$ cat src/rtl/turbo_pkg.sv
// Shared definitions for the rate-1/3 PCCC turbo encoder: FSM encoding and
// the (7,5)oct recursive systematic convolutional code description.
package turbo_pkg;

    typedef enum logic [2:0] {
        ST_IDLE  = 3'd0,
        ST_FILL  = 3'd1,
        ST_ENC   = 3'd2,
        ST_TERM1 = 3'd3,
        ST_TERM2 = 3'd4
    } state_t;

    // Generator taps, MSB = current input/feedback node, LSB = oldest state bit.
    localparam logic [2:0] FB = 3'b111;
    localparam logic [2:0] FF = 3'b101;

    typedef struct packed {
        logic s1;
        logic s0;
    } rsc_state_t;

    // Feedback contribution of the shift register (input tap FB[2] is implicit).
    function automatic logic rsc_feedback(input rsc_state_t s);
        return (FB[1] & s.s1) ^ (FB[0] & s.s0);
    endfunction

    function automatic logic rsc_parity(input logic a, input rsc_state_t s);
        return (FF[2] & a) ^ (FF[1] & s.s1) ^ (FF[0] & s.s0);
    endfunction

endpackage

$ cat src/rtl/rsc_encoder.sv
// One 4-state recursive systematic convolutional encoder. Parity is combinational
// from the current state; the state advances only when step is asserted.
module rsc_encoder
    import turbo_pkg::*;
(
    input  logic clk,
    input  logic rst,
    input  logic step,
    input  logic term,
    input  logic u,
    output logic parity,
    output logic sys_eff
);

    rsc_state_t st;
    logic       a;

    // NOTE: every combinational output gets a value on every path, so no latch is inferred.
    always_comb begin
        // Termination feeds back the register contents so the feedback node becomes 0.
        sys_eff = term ? rsc_feedback(st) : u;
        a       = sys_eff ^ rsc_feedback(st);
        parity  = rsc_parity(a, st);
    end

    // NOTE: sequential state uses non-blocking assignments so all flops update together.
    always_ff @(posedge clk or negedge rst) begin
        if (!rst) begin
            st <= '0;
        end else if (step) begin
            st <= '{s1: a, s0: st.s1};
        end
    end

endmodule

$ cat src/rtl/turbo_encoder.sv
// Rate-1/3 PCCC turbo encoder: buffers an N-bit frame, then streams
// systematic/RSC1/RSC2 triples followed by 2+2 trellis-termination triples.
module turbo_encoder
    import turbo_pkg::*;
#(
    parameter int N      = 40,
    parameter int PERM_P = 13,
    parameter int CW     = 6
) (
    input  logic clk,
    input  logic rst,
    input  logic in_valid,
    output logic in_ready,
    input  logic in_bit,
    output logic out_valid,
    input  logic out_ready,
    output logic out_sys,
    output logic out_par1,
    output logic out_par2,
    output logic out_tail,
    output logic out_last
);

    localparam int AW = (N > 1) ? $clog2(N) : 1;

    localparam logic [CW-1:0] CNT_ONE   = CW'(1);
    localparam logic [CW-1:0] N_LAST    = CW'(N - 1);
    localparam logic [CW-1:0] N_CNT     = CW'(N);
    localparam logic [CW-1:0] TAIL_LAST = CW'(2);

    state_t        state;
    state_t        next_state;
    logic [CW-1:0] cnt;
    logic [AW-1:0] ia;
    logic [N-1:0]  bit_buf;

    logic          accept_in;
    logic          accept_out;
    logic          fill_done;
    logic          frame_done;
    logic          load;
    logic          load_last;
    logic          rsc1_step;
    logic          rsc1_term;
    logic          rsc2_step;
    logic          rsc2_term;

    logic [AW-1:0] rd_idx;
    logic [AW:0]   ia_sum;
    logic [AW-1:0] ia_next;
    logic          u1;
    logic          u2;
    logic          par1;
    logic          par2;
    logic          sys1;
    logic          sys2;

    assign in_ready   = (state == ST_FILL);
    assign accept_in  = in_valid && (state == ST_FILL);
    assign accept_out = out_valid && out_ready;
    assign fill_done  = accept_in && (cnt == N_LAST);
    // The last TERM2 triple leaves the pipe empty instead of loading a new one.
    assign frame_done = (state == ST_TERM2) && accept_out && (cnt == TAIL_LAST);

    // ---------------- FSM: state register ----------------
    always_ff @(posedge clk or negedge rst) begin
        if (!rst) begin
            state <= ST_IDLE;
        end else begin
            state <= next_state;
        end
    end

    // ---------------- FSM: next state ----------------
    // The state names the phase of the triple currently on the output register.
    always_comb begin
        next_state = state;
        unique case (state)
            ST_IDLE:  next_state = ST_FILL;
            ST_FILL:  if (fill_done) next_state = ST_ENC;
            ST_ENC:   if (accept_out && (cnt == N_CNT)) next_state = ST_TERM1;
            ST_TERM1: if (accept_out && (cnt == TAIL_LAST)) next_state = ST_TERM2;
            ST_TERM2: if (accept_out && (cnt == TAIL_LAST)) next_state = ST_IDLE;
            default:  next_state = ST_IDLE;
        endcase
    end

    // ---------------- FSM: outputs ----------------
    always_comb begin
        load      = fill_done || (accept_out && !frame_done);
        load_last = (state == ST_TERM2);
        rsc1_term = (next_state == ST_TERM1);
        rsc2_term = (next_state == ST_TERM2);
        rsc1_step = load && ((next_state == ST_ENC) || (next_state == ST_TERM1));
        rsc2_step = load && ((next_state == ST_ENC) || (next_state == ST_TERM2));
    end

    // ---------------- Bit buffer and interleaver address ----------------
    always_comb begin
        rd_idx  = (state == ST_FILL) ? '0 : cnt[AW-1:0];
        u1      = bit_buf[rd_idx];
        u2      = bit_buf[ia];
        ia_sum  = {1'b0, ia} + (AW+1)'(PERM_P);
        ia_next = (ia_sum >= (AW+1)'(N)) ? AW'(ia_sum - (AW+1)'(N)) : ia_sum[AW-1:0];
    end

    // NOTE: the frame buffer has no reset; FILL rewrites every entry before any is read.
    always_ff @(posedge clk) begin
        if (accept_in) begin
            bit_buf[cnt[AW-1:0]] <= in_bit;
        end
    end

    always_ff @(posedge clk or negedge rst) begin
        if (!rst) begin
            cnt <= '0;
            ia  <= '0;
        end else begin
            if (next_state != state) begin
                cnt <= (next_state inside {ST_ENC, ST_TERM1, ST_TERM2}) ? CNT_ONE : '0;
            end else if (accept_in || accept_out) begin
                cnt <= cnt + CNT_ONE;
            end

            if (state == ST_IDLE) begin
                ia <= '0;
            end else if (load && (next_state == ST_ENC)) begin
                ia <= ia_next;
            end
        end
    end

    // ---------------- Constituent encoders ----------------
    rsc_encoder u_rsc1 (
        .clk     (clk),
        .rst     (rst),
        .step    (rsc1_step),
        .term    (rsc1_term),
        .u       (u1),
        .parity  (par1),
        .sys_eff (sys1)
    );

    rsc_encoder u_rsc2 (
        .clk     (clk),
        .rst     (rst),
        .step    (rsc2_step),
        .term    (rsc2_term),
        .u       (u2),
        .parity  (par2),
        .sys_eff (sys2)
    );

    // ---------------- Output register ----------------
    always_ff @(posedge clk or negedge rst) begin
        if (!rst) begin
            out_valid <= 1'b0;
            out_sys   <= 1'b0;
            out_par1  <= 1'b0;
            out_par2  <= 1'b0;
            out_tail  <= 1'b0;
            out_last  <= 1'b0;
        end else if (frame_done) begin
            out_valid <= 1'b0;
            out_sys   <= 1'b0;
            out_par1  <= 1'b0;
            out_par2  <= 1'b0;
            out_tail  <= 1'b0;
            out_last  <= 1'b0;
        end else if (load) begin
            out_valid <= 1'b1;
            out_sys   <= (next_state == ST_TERM2) ? sys2 : sys1;
            out_par1  <= (next_state == ST_TERM2) ? 1'b0 : par1;
            out_par2  <= (next_state == ST_TERM1) ? 1'b0 : par2;
            out_tail  <= (next_state != ST_ENC);
            out_last  <= load_last;
        end
    end

endmodule
$ cat config.mk
export PLATFORM = sky130hd
export DESIGN_NAME = turbo_encoder
export DESIGN_NICKNAME = d
export VERILOG_FILES = /design/src/rtl/turbo_pkg.sv /design/src/rtl/rsc_encoder.sv /design/src/rtl/turbo_encoder.sv
export SDC_FILE = /design/constraint.sdc
export NUM_CORES = 1
export LEC_CHECK = 0
export ABC_AREA = 1
export BUFFER_PORTS_ARGS = -buffer_cell sky130_fd_sc_hd__buf_2
export CORE_MARGIN = 2
export CORE_UTILIZATION = 62
export DETAILED_ROUTE_END_ITERATION = 10
export GPL_TIMING_DRIVEN = 0
export PLACE_DENSITY_LB_ADDON = 0.2
export SYNTH_ARGS = -nofsm -noshare
export SYNTH_HDL_FRONTEND = slang
export SYNTH_SLANG_ARGS = --single-unit
$ cat constraint.sdc
create_clock -name clk -period 2.4 [get_ports clk]
set_input_delay 0.24 -clock clk [delete_from_list [all_inputs] [get_ports clk]]
set_output_delay 0.24 -clock clk [all_outputs]
set_load 0.03 [all_outputs]
-- Yosys cells after proc, flatten, opt, wreduce, memory -nomap -nowiden
Cells that the tools add are included.
- register bits after elaboration: 65
- latch bits: 0
- RAM bits: 0
- memory bits (read-only): 0
- input bits: 5
- output and inout bits: 7
- word-level logic and storage cells: 98
- memories kept: 0
- add/subtract/negate cells: 3
- multiply operators: 0
- divide/modulo/power cells: 0
- magnitude comparators: 5
- equality and inequality tests: 12
- shift-type cells: 0
- mux-type cells: 36
- bitwise gates (word level): 6
- reduce and logical (&&, ||, !) cells: 22
- operators by type and width (operator ; count):
    $bwmux 40 ; 1
    $mux 6 ; 6
    $lt 6x7->1 const B ; 3
    $mux 1 ; 21
    $pmux 3 s5 ; 1
    $bmux 1 s6 ; 2
    $eq 3x2->1 const B ; 4
    $eq 6x6->1 const B ; 2
    $logic_and 1x1->1 ; 12
    $mux 3 ; 4
    $add 6x4->7 const B ; 1
    $ge 7x6->1 const B ; 1
    $add 6x1->6 const B ; 1
    $demux 1 s6 ; 1
    $eq 3x3->1 const B ; 2
    $eq 6x2->1 const B ; 1
    $ge 6x1->1 const B ; 1
    $reduce_bool 2->1 ; 3
    $sub 6x6->6 const B ; 1
    $xor 1x1->1 ; 6
    $logic_or 1x1->1 ; 4
    $eq 3x1->1 const B ; 1
    $logic_not 3->1 ; 1
    $ne 3x2->1 const B ; 1
    3 further kinds ; 3

-- Longest topological paths before layout
Gate-level depths: netlist of run 1.
- word-level depth: 12
- gate-level depth with buffers: 16
- depth with buffers taken out: 15

-- Hierarchy
A second synthesis of run 1 with hierarchy kept.
- cells, all modules: 509
- area total of the unflattened synthesis: 4033.9 µm²
- by module, submodules not included (module ; times used ; cells each ; area an instance (µm²) ; seq. area each (µm²)):
    turbo_encoder ; 1 ; 461 ; 3721.1 ; 1726.7
    rsc_encoder ; 2 ; 24 ; 156.4 ; 50.0

-- Least setup slack after synthesis of run 1
No wires, ideal clock.
- kind: flip-flop to flip-flop
- start: register cnt[0]
- end: register ia[3]
- library setup time: 77 ps
- data arrival time: 2071 ps
- data required time: 2323 ps
- slack: 252 ps
- stages on the path, launching flop included: 16
- path buffers: 1
- period minus slack after synthesis: 2148 ps
- cells stage by stage: dfrtp_1 > buf_2 > clkinv_1 > ha_1 > nand3_1 > nor2_2 > nand2_1 > nor4_2 > or2_2 > nand2_2 > nand2_1 > inv_2 > nand2_4 > inv_2 > o21ai_1 > a21oi_1
- cells in the longest elaborated chain, start to end: 7
- elaborated cells on any way between the ends: 18
- classes of those cells: eq/ne: 4; mux: 5; reduce/logical: 9
- RTL lines (element ; line ; RTL):
    from (decl) ; turbo_encoder.sv:33 ; logic [CW-1:0] cnt;
    from (signal assigned) ; turbo_encoder.sv:120 ; cnt <= (next_state inside {ST_ENC, ST_TERM1, ST_TERM2}) ? CNT_ONE : '0;
    from (signal assigned) ; turbo_encoder.sv:122 ; cnt <= cnt + CNT_ONE;
    $eq 6x2->1, or another cell as far along ; turbo_encoder.sv:63, turbo_encoder.sv:82, turbo_encoder.sv:83 ;
    $logic_and 1x1->1 (on tied branches) ; n/a ;
    $mux 3, or another cell as far along ; turbo_encoder.sv:83 ; ST_TERM2: if (accept_out && (cnt == TAIL_LAST)) next_state = ST_IDLE;
    $pmux 3 s5 or $logic_and 1x1->1 (tied branches) ; turbo_encoder.sv:78, turbo_encoder.sv:90 ;
    $eq 3x2->1 or $logic_or 1x1->1 (tied branches) ; turbo_encoder.sv:127, turbo_encoder.sv:90 ;
    $logic_and 1x1->1 * ; turbo_encoder.sv:127 ; end else if (load && (next_state == ST_ENC)) begin
    $reduce_bool 2->1 (no source line) * ; n/a ;
    to (signal assigned) ; turbo_encoder.sv:128 ; ia <= ia_next;
    to (decl) ; turbo_encoder.sv:34 ; logic [AW-1:0] ia;
Mark *: on every way between the ends. The rest lies on a longest branch, timed or not.
A chain may end at the register's enable or synchronous reset.

-- Worst setup path after layout of run 1
- start: register cnt[0]
- end: register cnt[0]
- cells in the longest elaborated chain, start to end: 8
- elaborated cells on any way between the ends: 21
- classes of those cells: add/sub: 1; eq/ne: 7; mux: 8; reduce/logical: 5
- RTL lines (element ; line ; RTL):
    $eq 6x2->1, or another cell as far along ; turbo_encoder.sv:82, turbo_encoder.sv:83 ;
    $logic_and 1x1->1 (on tied branches) ; n/a ;
    $mux 3 (on tied branches) ; n/a ;
    $pmux 3 s5 * ; turbo_encoder.sv:78 ; unique case (state)
    via next_state[0] ; turbo_encoder.sv:32 ; state_t next_state;
    $eq 3x2->1 or $eq 3x3->1 (tied branches) ; turbo_encoder.sv:120 ;
    $reduce_bool 3->1 ; turbo_encoder.sv:120 ;
    $mux 1 ; turbo_encoder.sv:120 ;
    $mux 6 ; turbo_encoder.sv:119 ; if (next_state != state) begin
Mark *: on every way through the listed nets, which the timed path passes. The rest lies on a longest branch. The select of a mux whose other input is x is not followed.

==> out/metrics.csv, run 1 <==
metric,value,unit
Die ar.,0.00691,mm2
CORE AREA,0.00599,mm2
worst slew pin tran,0.613,ns
Clock power frac,42.1,%
Pleak,1.93,nW
Power Total,2.22,mW
sequential power share,53.8,%
Sw Share,23.6,%
Comb pwr share,4.1,%
Max clock buf depth,2,
DR WL/cell,17.2,um
Worst Skew,0.00450,ns
number of vias per cell,6.18,
TritonCTS buffer count,9,
number of synthesized flops with an enable pin,40,
CP max FO,10,
later-pin clock latency in the skew report,0.35,ns
utilization after layout,71.7,%
Top Ports,12,
Synth top cells by count,"nand2_1 (106), nand3_1 (71), nor2_1 (63)",
share of cells above drive strength 1,14.3,%
Post-DRT Antenna Nets,0,
CTS Sinks,65,
remaining global-route overflow,0,
endpoints failing setup,0,
post-synth top area share,30.9,%
syn_area_per_cell,8.18,um2
"count leader, synth",nand2_1,
global-route usage over all layers,29.4,%
# rows,28,
setup tns final,0,ns
Nets,510,
vias in the first global route,3345,
initial antenna violation count,0,
"CTS clk-pin slew, worst paths",0.07,ns
Clock Tree Root,clkbuf_8,
warnings from Yosys,0,
Slew Limit Headroom,59.1,%
unrepaired setup endpoints after global routing,yes,
Critical Path RT,2.63,ns
largest net degree at the start of global routing,41,
DRT iter0 DRCs,439,
CTS tree,yes,
CP startpoint kind,flop,
# Max-Cap Violations,0,
#FFs+latches synth,65,
fill count,451,
status,finished clean,
part of the Yosys area used for sequential elements,47.0,%
final wirelength,9970,um
P&R area growth vs syn,10.6,%
Critical Path AT,2.48,ns
"top cells by area, synth","edfxtp_1 (31%), dfrtp_1 (16%), nand2_1 (10%)",
peak supply drop,0.421,mV
minimum clock period,2.25,ns
iteration count of the initial detailed-routing pass,6,
internal power,1.69,mW
DRC viols,0,
Hold Path Class,in2async,
post-synth top area cell,edfxtp_1,
Worst setup EP type,flop,
Power Dens Cells,516,mW/mm2
Min Hold Slack,0.407,ns
Antenna Cells,0,
Final Hold Vio Count,0,
H-tree depth,3,
max-slew violation count,0,
async set or reset register ratio after synthesis,38.5,%
Unique masters post-synth,41,
Final HPWL DP,6990,um
Post-Syn Nets,486,
Syn Inst Count,475,
Max Freq,0.445,GHz
Main synth FF type,edfxtp_1,
Vias,3581,
IO Port Bufs,11,
Post-Syn Area,0.00388,mm2
class of the most critical setup path,reg2reg,
Die Wd,83.1,um
Starting Density,64.8,%
P_sw,523,uW
gpl congestion,1.00,
Tcrit/Tclk final,93.7,%
die height,83.1,um
first-pass GRT wire length,16200,um
==> layer usage <==
metal	GRT usage [%]	wire (um)	vias to the layer above
met3	7.06	853	38
met5	0	0	-
li1	-	-	1654
met4	12.4	310	0
met2	44.1	4620	196
met1	41.0	4180	1693
==> path summary, 6_finish.rpt <==
check                         start           to  slack (ns)  depth (start not counted)
setup / recovery             cnt[0]       cnt[0]        0.15                         12
hold / removal                  rst        ia[0]        0.41                          2
setup reg to reg             cnt[0]       cnt[0]        0.15                         12
hold reg to reg            out_par1     out_par1        0.49                          2
max in group asynchronous       rst       cnt[3]        1.61                          2
min in group clk             in_bit  bit_buf[31]        0.44                          1
==> flip-flops by register name, indices dropped and copies added, names as in the netlist <==
signal and flops:
bit_buf 40, cnt 6, ia 6, out_last 1, out_par1 1, out_par2 1, out_sys 1, out_tail 1
out_valid 1, state 3, u_rsc1.st 2, u_rsc2.st 2
==> worst max-delay path, cell delays in order (launching register included) <==
cell and delay (ns):
dfrtp_1 0.38, clkbuf_4 0.20, clkinv_4 0.11, ha_1 0.14, nand3_1 0.08, nor2_2 0.14
nand2_2 0.11, nand2_1 0.15, o2111ai_4 0.19, xor2_2 0.19, nand3_2 0.19, o21ai_1 0.16
o31ai_2 0.09
==> cell type report <==
type,instances,area (um2),share of cell area (%)
Inverter,46,180,4.20
Tap cell,75,93.8,2.19
Clock buffer,9,124,2.88
Clock inverter,7,70.1,1.63
Multi-Input combinational cell,347,1820,42.3
Timing Repair Buffer,13,72.6,1.69
Sequential cell,65,1830,42.5
Buffer,17,110,2.56
==> placed cells by master (no fill, tap or decap), types with 3 or more instances in the layout <==
cell type / instances
o221ai_1: 3
clkinvlp_4: 3
nand4_1: 11
o21ai_0: 13
buf_4: 3
a22oi_1: 5
clkbuf_8: 9
ha_1: 6
inv_2: 5
edfxtp_1: 40
xnor2_1: 3
o21ai_1: 8
inv_1: 39
dfrtp_1: 25
nor2_1: 63
a21oi_1: 16
buf_2: 15
clkbuf_2: 3
nor3_1: 10
buf_6: 3
nand2_1: 104
nand3_1: 70
xor2_1: 5
nand2_2: 6
==> through the flow <==
stage / area [um2] / instances / worst slack, ns
after global placement: 4030 / 561 / -0.0836
after detailed placement: 4030 / 561 / -0.134
after floorplan: 3880 / 475 / 0.252
after global routing: 4290 / 579 / -0.0292
final: 4290 / 579 / 0.151
after CTS: 4250 / 578 / 0.0476
==> cells by family after synthesis <==
group / synth area share, %
adders and majority gates: 1.93
DFF: 47.0
and+or+nand+nor: 32.2
xor gates and xnor gates: 2.26
buffers and inverters: 7.06
AOI/OAI and AO/OA: 9.47
==> timing repair <==
| action | 4_1_cts | 5_1_grt |
|---|---|---|
| setup endpoints to repair | 11 | 13 |
| buffers inserted | 0 | 1 |
| hold endpoints to repair | 25 | 0 |
| pin swaps | 0 | 2 |
| resized for setup | 3 | 16 |
| hold buffers | 1 | 0 |
==> power by group through the flow <==
stage	registers (mW)	clock network [mW]	logic, mW
after global placement	1.22	0	0.0828
after CTS	1.19	0.925	0.0877
after global routing	1.19	0.982	0.101
after floorplan	1.22	0	0.0512
after detailed placement	1.22	0	0.0843
final	1.19	0.933	0.0907
No activity file was read; power rests on OpenSTA's default activity.
==> run 2: changes to the inputs <==
--- a/config.mk
+++ b/config.mk
@@ -6,12 +6,12 @@
 export NUM_CORES = 1
 export LEC_CHECK = 0
 export ABC_AREA = 1
+export ABC_CLOCK_PERIOD_IN_PS = 2400
 export BUFFER_PORTS_ARGS = -buffer_cell sky130_fd_sc_hd__buf_2
 export CORE_MARGIN = 2
 export CORE_UTILIZATION = 62
 export DETAILED_ROUTE_END_ITERATION = 10
-export GPL_TIMING_DRIVEN = 0
-export PLACE_DENSITY_LB_ADDON = 0.2
+export PLACE_DENSITY = 0.88
 export SYNTH_ARGS = -nofsm -noshare
 export SYNTH_HDL_FRONTEND = slang
 export SYNTH_SLANG_ARGS = --single-unit
==> run 2 against run 1 <==
Compared with the run above:
- register-to-register slack improved by 0.02 ns
- first-iteration DRC count decreased by 11%
- critical path type unchanged
- critical endpoint unchanged
- sequential power about the same
- worst setup slack improved by 0.015 ns
- largest cell class unchanged
- count of clock-buffer cells in the layout unchanged
- utilization decreased by 0.84 points
- global-route usage increased by 0.27 points
==> out/metrics.csv, run 2 (synthesis gave the netlist of run 1 again) <==
metric,value,unit,change
gpl congestion,0.988,,-1.5%
worst slew pin tran,0.590,ns,-0.0233 ns
first-pass GRT wire length,16200,um,unchanged
largest stage delay on the critical path,0.42,ns,+0.04 ns
Crit. path cell count,11,,-1
Buffers & Inverters on Critical Path,2,,unchanged
class of the most critical setup path,reg2reg,,
DR WL/cell,17.1,um,-0.66%
Slew Limit Headroom,60.7,%,+1.6 points
P&R area growth vs syn,9.28,%,
Die ar.,0.00691,mm2,unchanged
critical path startpoint,state[1],,
Power Dens Cells,513,mW/mm2,-0.71%
Crit path max-delay family,simple AND/OR/NAND/NOR gates,,
Die Wd,83.1,um,unchanged
Critical Path AT,2.46,ns,-0.02 ns
Worst R2R Start,state[1],,
vias in the first global route,3246,,-3.0%
status,finished clean,,
Worst Skew,0.00975,ns,+0.00525 ns
end of the worst register-to-register path,cnt[0],,
number of vias per cell,6.20,,+0.31%
die height,83.1,um,unchanged
Tcrit/Tclk final,93.1,%,-0.63 points
placed instance count,553,,-1.4%
peak supply drop,0.519,mV,+23%
TritonCTS buffer count,9,,unchanged
DRT iter0 DRCs,389,,-11%
CTS tree,yes,,
endpoints failing setup,0,,unchanged
Pleak,1.90,nW,-1.7%
"CTS clk-pin slew, worst paths",0.07,ns,about the same
Clock Tree Root,clkbuf_8,,
Final WS setup,0.166,ns,+0.0151 ns
Final HPWL DP,7110,um,+1.7%
IO Port Bufs,11,,unchanged
largest net degree at the start of global routing,41,,unchanged
R2R Setup Slk,0.17,ns,+0.02 ns
Worst Setup EP,cnt[0],,
Antenna Cells,0,,unchanged
minimum clock period,2.23,ns,-0.0151 ns
max FFs per register,40,,unchanged
CTS Sinks,65,,unchanged
"most common cell after layout, fill and taps aside",nand2_1,,
most frequent cells in the layout,"nand2_1 (105), nand3_1 (71), nor2_1 (63)",,
Post-DRT Antenna Nets,0,,unchanged
Nets,505,,-0.98%
Max clock buf depth,2,,unchanged
initial antenna violation count,0,,unchanged
Worst setup EP type,flop,,
global-route usage over all layers,29.7,%,+0.27 points
"worst slack, placed",0.207,ns,+0.341 ns
Final Hold Vio Count,0,,unchanged
crit-path cells,"inv_1, nand3_4, buf_12, nor2_8, nand3_4, nand2_2, o2111ai_4, xor2_1, nand3_2, o21ai_1, o31ai_2",,
CORE AREA,0.00599,mm2,unchanged
Starting Density,64.8,%,unchanged
Non-Filler Instances,574,,-0.86%
CP startpoint kind,flop,,
later-pin clock latency in the skew report,0.34,ns,about the same
# rows,28,,unchanged
Hold Path Class,in2async,,
CP max FO,11,,+1
H-tree depth,3,,unchanged
Top Ports,12,,unchanged
Vias,3561,,-0.56%
remaining global-route overflow,0,,unchanged
Max Freq,0.448,GHz,+0.68%
DRC viols,0,,unchanged
# Max-Cap Violations,0,,unchanged
share of cells above drive strength 1,12.6,%,-1.7 points
"Slowest-stage cell, CP",dfrtp_1,,
Critical Path RT,2.63,ns,about the same
iteration count of the initial detailed-routing pass,5,,-1
max-slew violation count,0,,unchanged
reg2reg path depth,11,,-1
final wirelength,9820,um,-1.5%
Most common cell on crit path,nand3_4,,
run 2: worst min-delay path by stage:
stage	depth (start not counted)	startpoint	slack (ns)	to
after CTS	2	rst	0.44	ia[2]
after global routing	2	rst	0.48	ia[0]
after global placement	1	rst	0.26	ia[0]
after floorplan	0	rst	-0.06	cnt[0]
after detailed placement	1	rst	0.26	ia[2]
final	2	rst	0.42	ia[0]
run 2: per-stage QoR:
stage	TNS [ns]	area, um2	hold WS [ns]	utilization, %	total power, mW
final	0	4240	0.422	70.8	2.18
after detailed placement	0	4000	0.260	66.8	1.30
after floorplan	0	3880	-0.0556	-	1.27
after CTS	0	4190	0.438	70.0	2.17
after global placement	0	4000	0.264	66.8	1.30
after global routing	-0.0332	4240	0.475	70.8	2.24
run 2: where the power goes:
part,internal (mW),switching [mW]
combinational,0.0256,0.0602
sequential,1.19,0.00360
clock,0.467,0.429
total,1.68,0.493
run 2: repair_timing:
item	in CTS	in global routing
setup buffers	0	4
resized for setup	0	3
endpoints found under the hold margin	25	0
setup endpoints to repair	0	3
hold buffers	1	0
run 2: final cells by class:
type	instances	area [um2]
clock buffers	9	124
clock inverters	7	61.3
fillers	479	1750
inverters	46	173
multi-input cells	347	1790
flip-flops and latches	65	1830
well taps	75	93.8
repair buffers	25	179
run 2: worst register-to-register path, cell delays in order, from the launching register on:
cell and delay [ns]:
dfrtp_1 0.42, inv_1 0.14, nand3_4 0.18, buf_12 0.19
nor2_8 0.15, nand3_4 0.12, nand2_2 0.10, o2111ai_4 0.18
xor2_1 0.21, nand3_2 0.19, o21ai_1 0.15, o31ai_2 0.09
run 2: layer usage:
metal	share of wire [%]	GRT usage, %	vias to the layer above
met4	2.5	9.54	0
met3	8.1	6.96	29
met2	47	45.5	193
met5	0	0	-
met1	42	42.0	1689
li1	-	-	1650
==> run 3: changes to the inputs <==
--- a/config.mk
+++ b/config.mk
@@ -9,9 +9,9 @@
 export ABC_CLOCK_PERIOD_IN_PS = 2400
 export BUFFER_PORTS_ARGS = -buffer_cell sky130_fd_sc_hd__buf_2
 export CORE_MARGIN = 2
-export CORE_UTILIZATION = 62
+export CORE_UTILIZATION = 60
 export DETAILED_ROUTE_END_ITERATION = 10
-export PLACE_DENSITY = 0.88
+export PLACE_DENSITY = 0.86
 export SYNTH_ARGS = -nofsm -noshare
 export SYNTH_HDL_FRONTEND = slang
 export SYNTH_SLANG_ARGS = --single-unit
==> run 3 against run 2 <==
Compared with the run above:
- first-iteration DRC count shrank 4.9%
- critical path depth grew 3
- via count shrank 2.0%
- global-route usage shrank 0.76 points
- power grew 6.0%
- die area grew 3.2%
- worst setup slack lost 0.10 ns
- largest cell class unchanged
- largest power group unchanged
==> out/metrics.csv, run 3 (synthesis gave the netlist of run 1 again) <==
metric,value,unit,change
status,finished clean,,
largest net degree at the start of global routing,41,,unchanged
Hold Path Class,in2async,,
final wirelength,9690,um,-1.3%
fill count,504,,+5.2%
P&R area growth vs syn,10.7,%,
global-route usage over all layers,28.9,%,-0.76 points
DR WL/cell,16.8,um,-2.0%
Worst R2R Start,state[1],,
placed instance count,554,,+0.18%
Max clock buf depth,2,,unchanged
# rows,29,,+3.6%
"Design Area, Final",0.00430,mm2,+1.3%
first-pass GRT wire length,16200,um,about the same
Crit path max-delay family,simple AND/OR/NAND/NOR gates,,
Post-DRT Antenna Nets,0,,unchanged
Critical Path RT,2.64,ns,about the same
Die Wd,84.5,um,+1.6%
Top Ports,12,,unchanged
R2R Setup Slk,0.06,ns,-0.10 ns
reg2reg path depth,14,,+3
CP startpoint kind,flop,,
Tcrit/Tclk final,97.3,%,+4.2 points
Max Freq,0.428,GHz,-4.4%
Non-Filler Instances,578,,+0.70%
end of the worst register-to-register path,out_par1,,
vias in the first global route,3288,,+1.3%
Slew Limit Headroom,60.3,%,-0.40 points
Nets,507,,+0.40%
Worst setup EP type,flop,,
remaining global-route overflow,0,,unchanged
CTS tree,yes,,
DRC viols,0,,unchanged
Buffers & Inverters on Critical Path,2,,unchanged
worst slew pin tran,0.595,ns,+0.00593 ns
Vias,3489,,-2.0%
Die ar.,0.00713,mm2,+3.2%
CTS Sinks,65,,unchanged
H-tree depth,3,,unchanged
gpl congestion,0.984,,-0.45%
unrepaired setup endpoints after global routing,yes,,
Placed Area,0.00399,mm2,-0.13%
endpoints failing setup,0,,unchanged
iteration count of the initial detailed-routing pass,6,,+1
Critical Path AT,2.58,ns,+0.12 ns
Most common cell on crit path,nand3_1,,
Clock Tree Root,clkbuf_8,,
number of vias per cell,6.04,,-2.7%
TritonCTS buffer count,9,,unchanged
Worst Skew,0.00987,ns,+0.000115 ns
die height,84.5,um,+1.6%
later-pin clock latency in the skew report,0.35,ns,about the same
IO Port Bufs,11,,unchanged
Antenna Cells,0,,unchanged
Crit. path cell count,14,,+3
crit-path cells,"inv_1, nand3_4, nand2_8, clkinvlp_4, nand3_1, nand3_1, nand3_1, nand3_1, nand3_1, nand4_1, nand2_1, nand2_1, nand3_1, nand2_1",,
Worst Setup EP,out_par1,,
CP max FO,14,,+3
Power Dens Cells,536,mW/mm2,+4.7%
Final Hold Vio Count,0,,unchanged
most frequent cells in the layout,"nand2_1 (105), nand3_1 (71), nor2_1 (63)",,
DRT iter0 DRCs,370,,-4.9%
# Max-Cap Violations,0,,unchanged
Pleak,1.90,nW,+0.35%
"CTS clk-pin slew, worst paths",0.08,ns,about the same
Starting Density,61.5,%,-3.3 points
minimum clock period,2.34,ns,+0.102 ns
Final HPWL DP,6860,um,-3.6%
"Slowest-stage cell, CP",dfrtp_1,,
"most common cell after layout, fill and taps aside",nand2_1,,
Power Total,2.31,mW,+6.0%
peak supply drop,0.465,mV,-10%
critical path startpoint,state[1],,
CORE AREA,0.00631,mm2,+5.4%
largest stage delay on the critical path,0.43,ns,about the same
max-slew violation count,0,,unchanged
max FFs per register,40,,unchanged
share of cells above drive strength 1,14.0,%,+1.3 points
class of the most critical setup path,reg2reg,,
initial antenna violation count,0,,unchanged
-- run 3: changes by cell type in the layout (fill, tap and decap cells not counted), moves of 2 or more --
cell	previous run	this run
inv_1	40	38
buf_4	11	14
clkinvlp_4	2	5
clkinv_1	4	2
-- run 3: repair_timing --
item,CTS,global route
hold endpoints to repair,25,0
pin swaps,0,1
hold buffers,1,0
setup buffers,0,7
gates resized for setup,1,6
endpoints found under the setup margin,1,8
gates cloned,0,0
-- run 3: final cells by class --
class                           instances  area [um2]  share of cell area (%)
Clock inverter                          7        95.1                    2.21
Multi-Input combinational cell        347        1800                    41.9
Inverter                               46         180                    4.19
Tap cell                               77        96.3                    2.24
Clock buffer                            9         124                    2.88
Timing Repair Buffer                   27         175                    4.07
Sequential cell                        65        1830                    42.5
-- run 3: per-layer routing --
metal	vias up	track usage (%)	share of wire (%)
met2	186	44.4	45
met4	0	10.5	3.0
li1	1652	-	-
met5	-	0	0
met3	28	7.08	8.3
met1	1623	40.3	43
-- run 3: how the worst min path moves through the flow --
| stage | startpoint | to | cells after the start |
|---|---|---|---|
| after CTS | rst | u_rsc1.st[0] | 2 |
| after detailed placement | rst | ia[2] | 1 |
| after floorplan | rst | cnt[0] | 0 |
| after global placement | rst | ia[1] | 1 |
| after global routing | rst | out_par1 | 2 |
| final | rst | ia[0] | 2 |
-- run 3: metrics by stage --
stage	utilization [%]	TNS (ns)	hold WS, ns	setup WS [ns]
3_3_place_gp	63.3	0	0.262	0.0151
3_5_place_dp	63.3	-0.0177	0.267	-0.0177
6_report	68.1	0	0.410	0.0646
5_1_grt	68.1	-0.0408	0.461	-0.0408
2_1_floorplan	-	0	-0.0556	0.252
4_1_cts	67.0	0	0.430	0.0838
-- run 3: report_power, final --
part | switching (mW) | leakage (nW) | internal, mW
Clock | 0.443 | 0.0991 | 0.582
Combinational | 0.0615 | 1.13 | 0.0253
Sequential | 0.00389 | 0.671 | 1.19
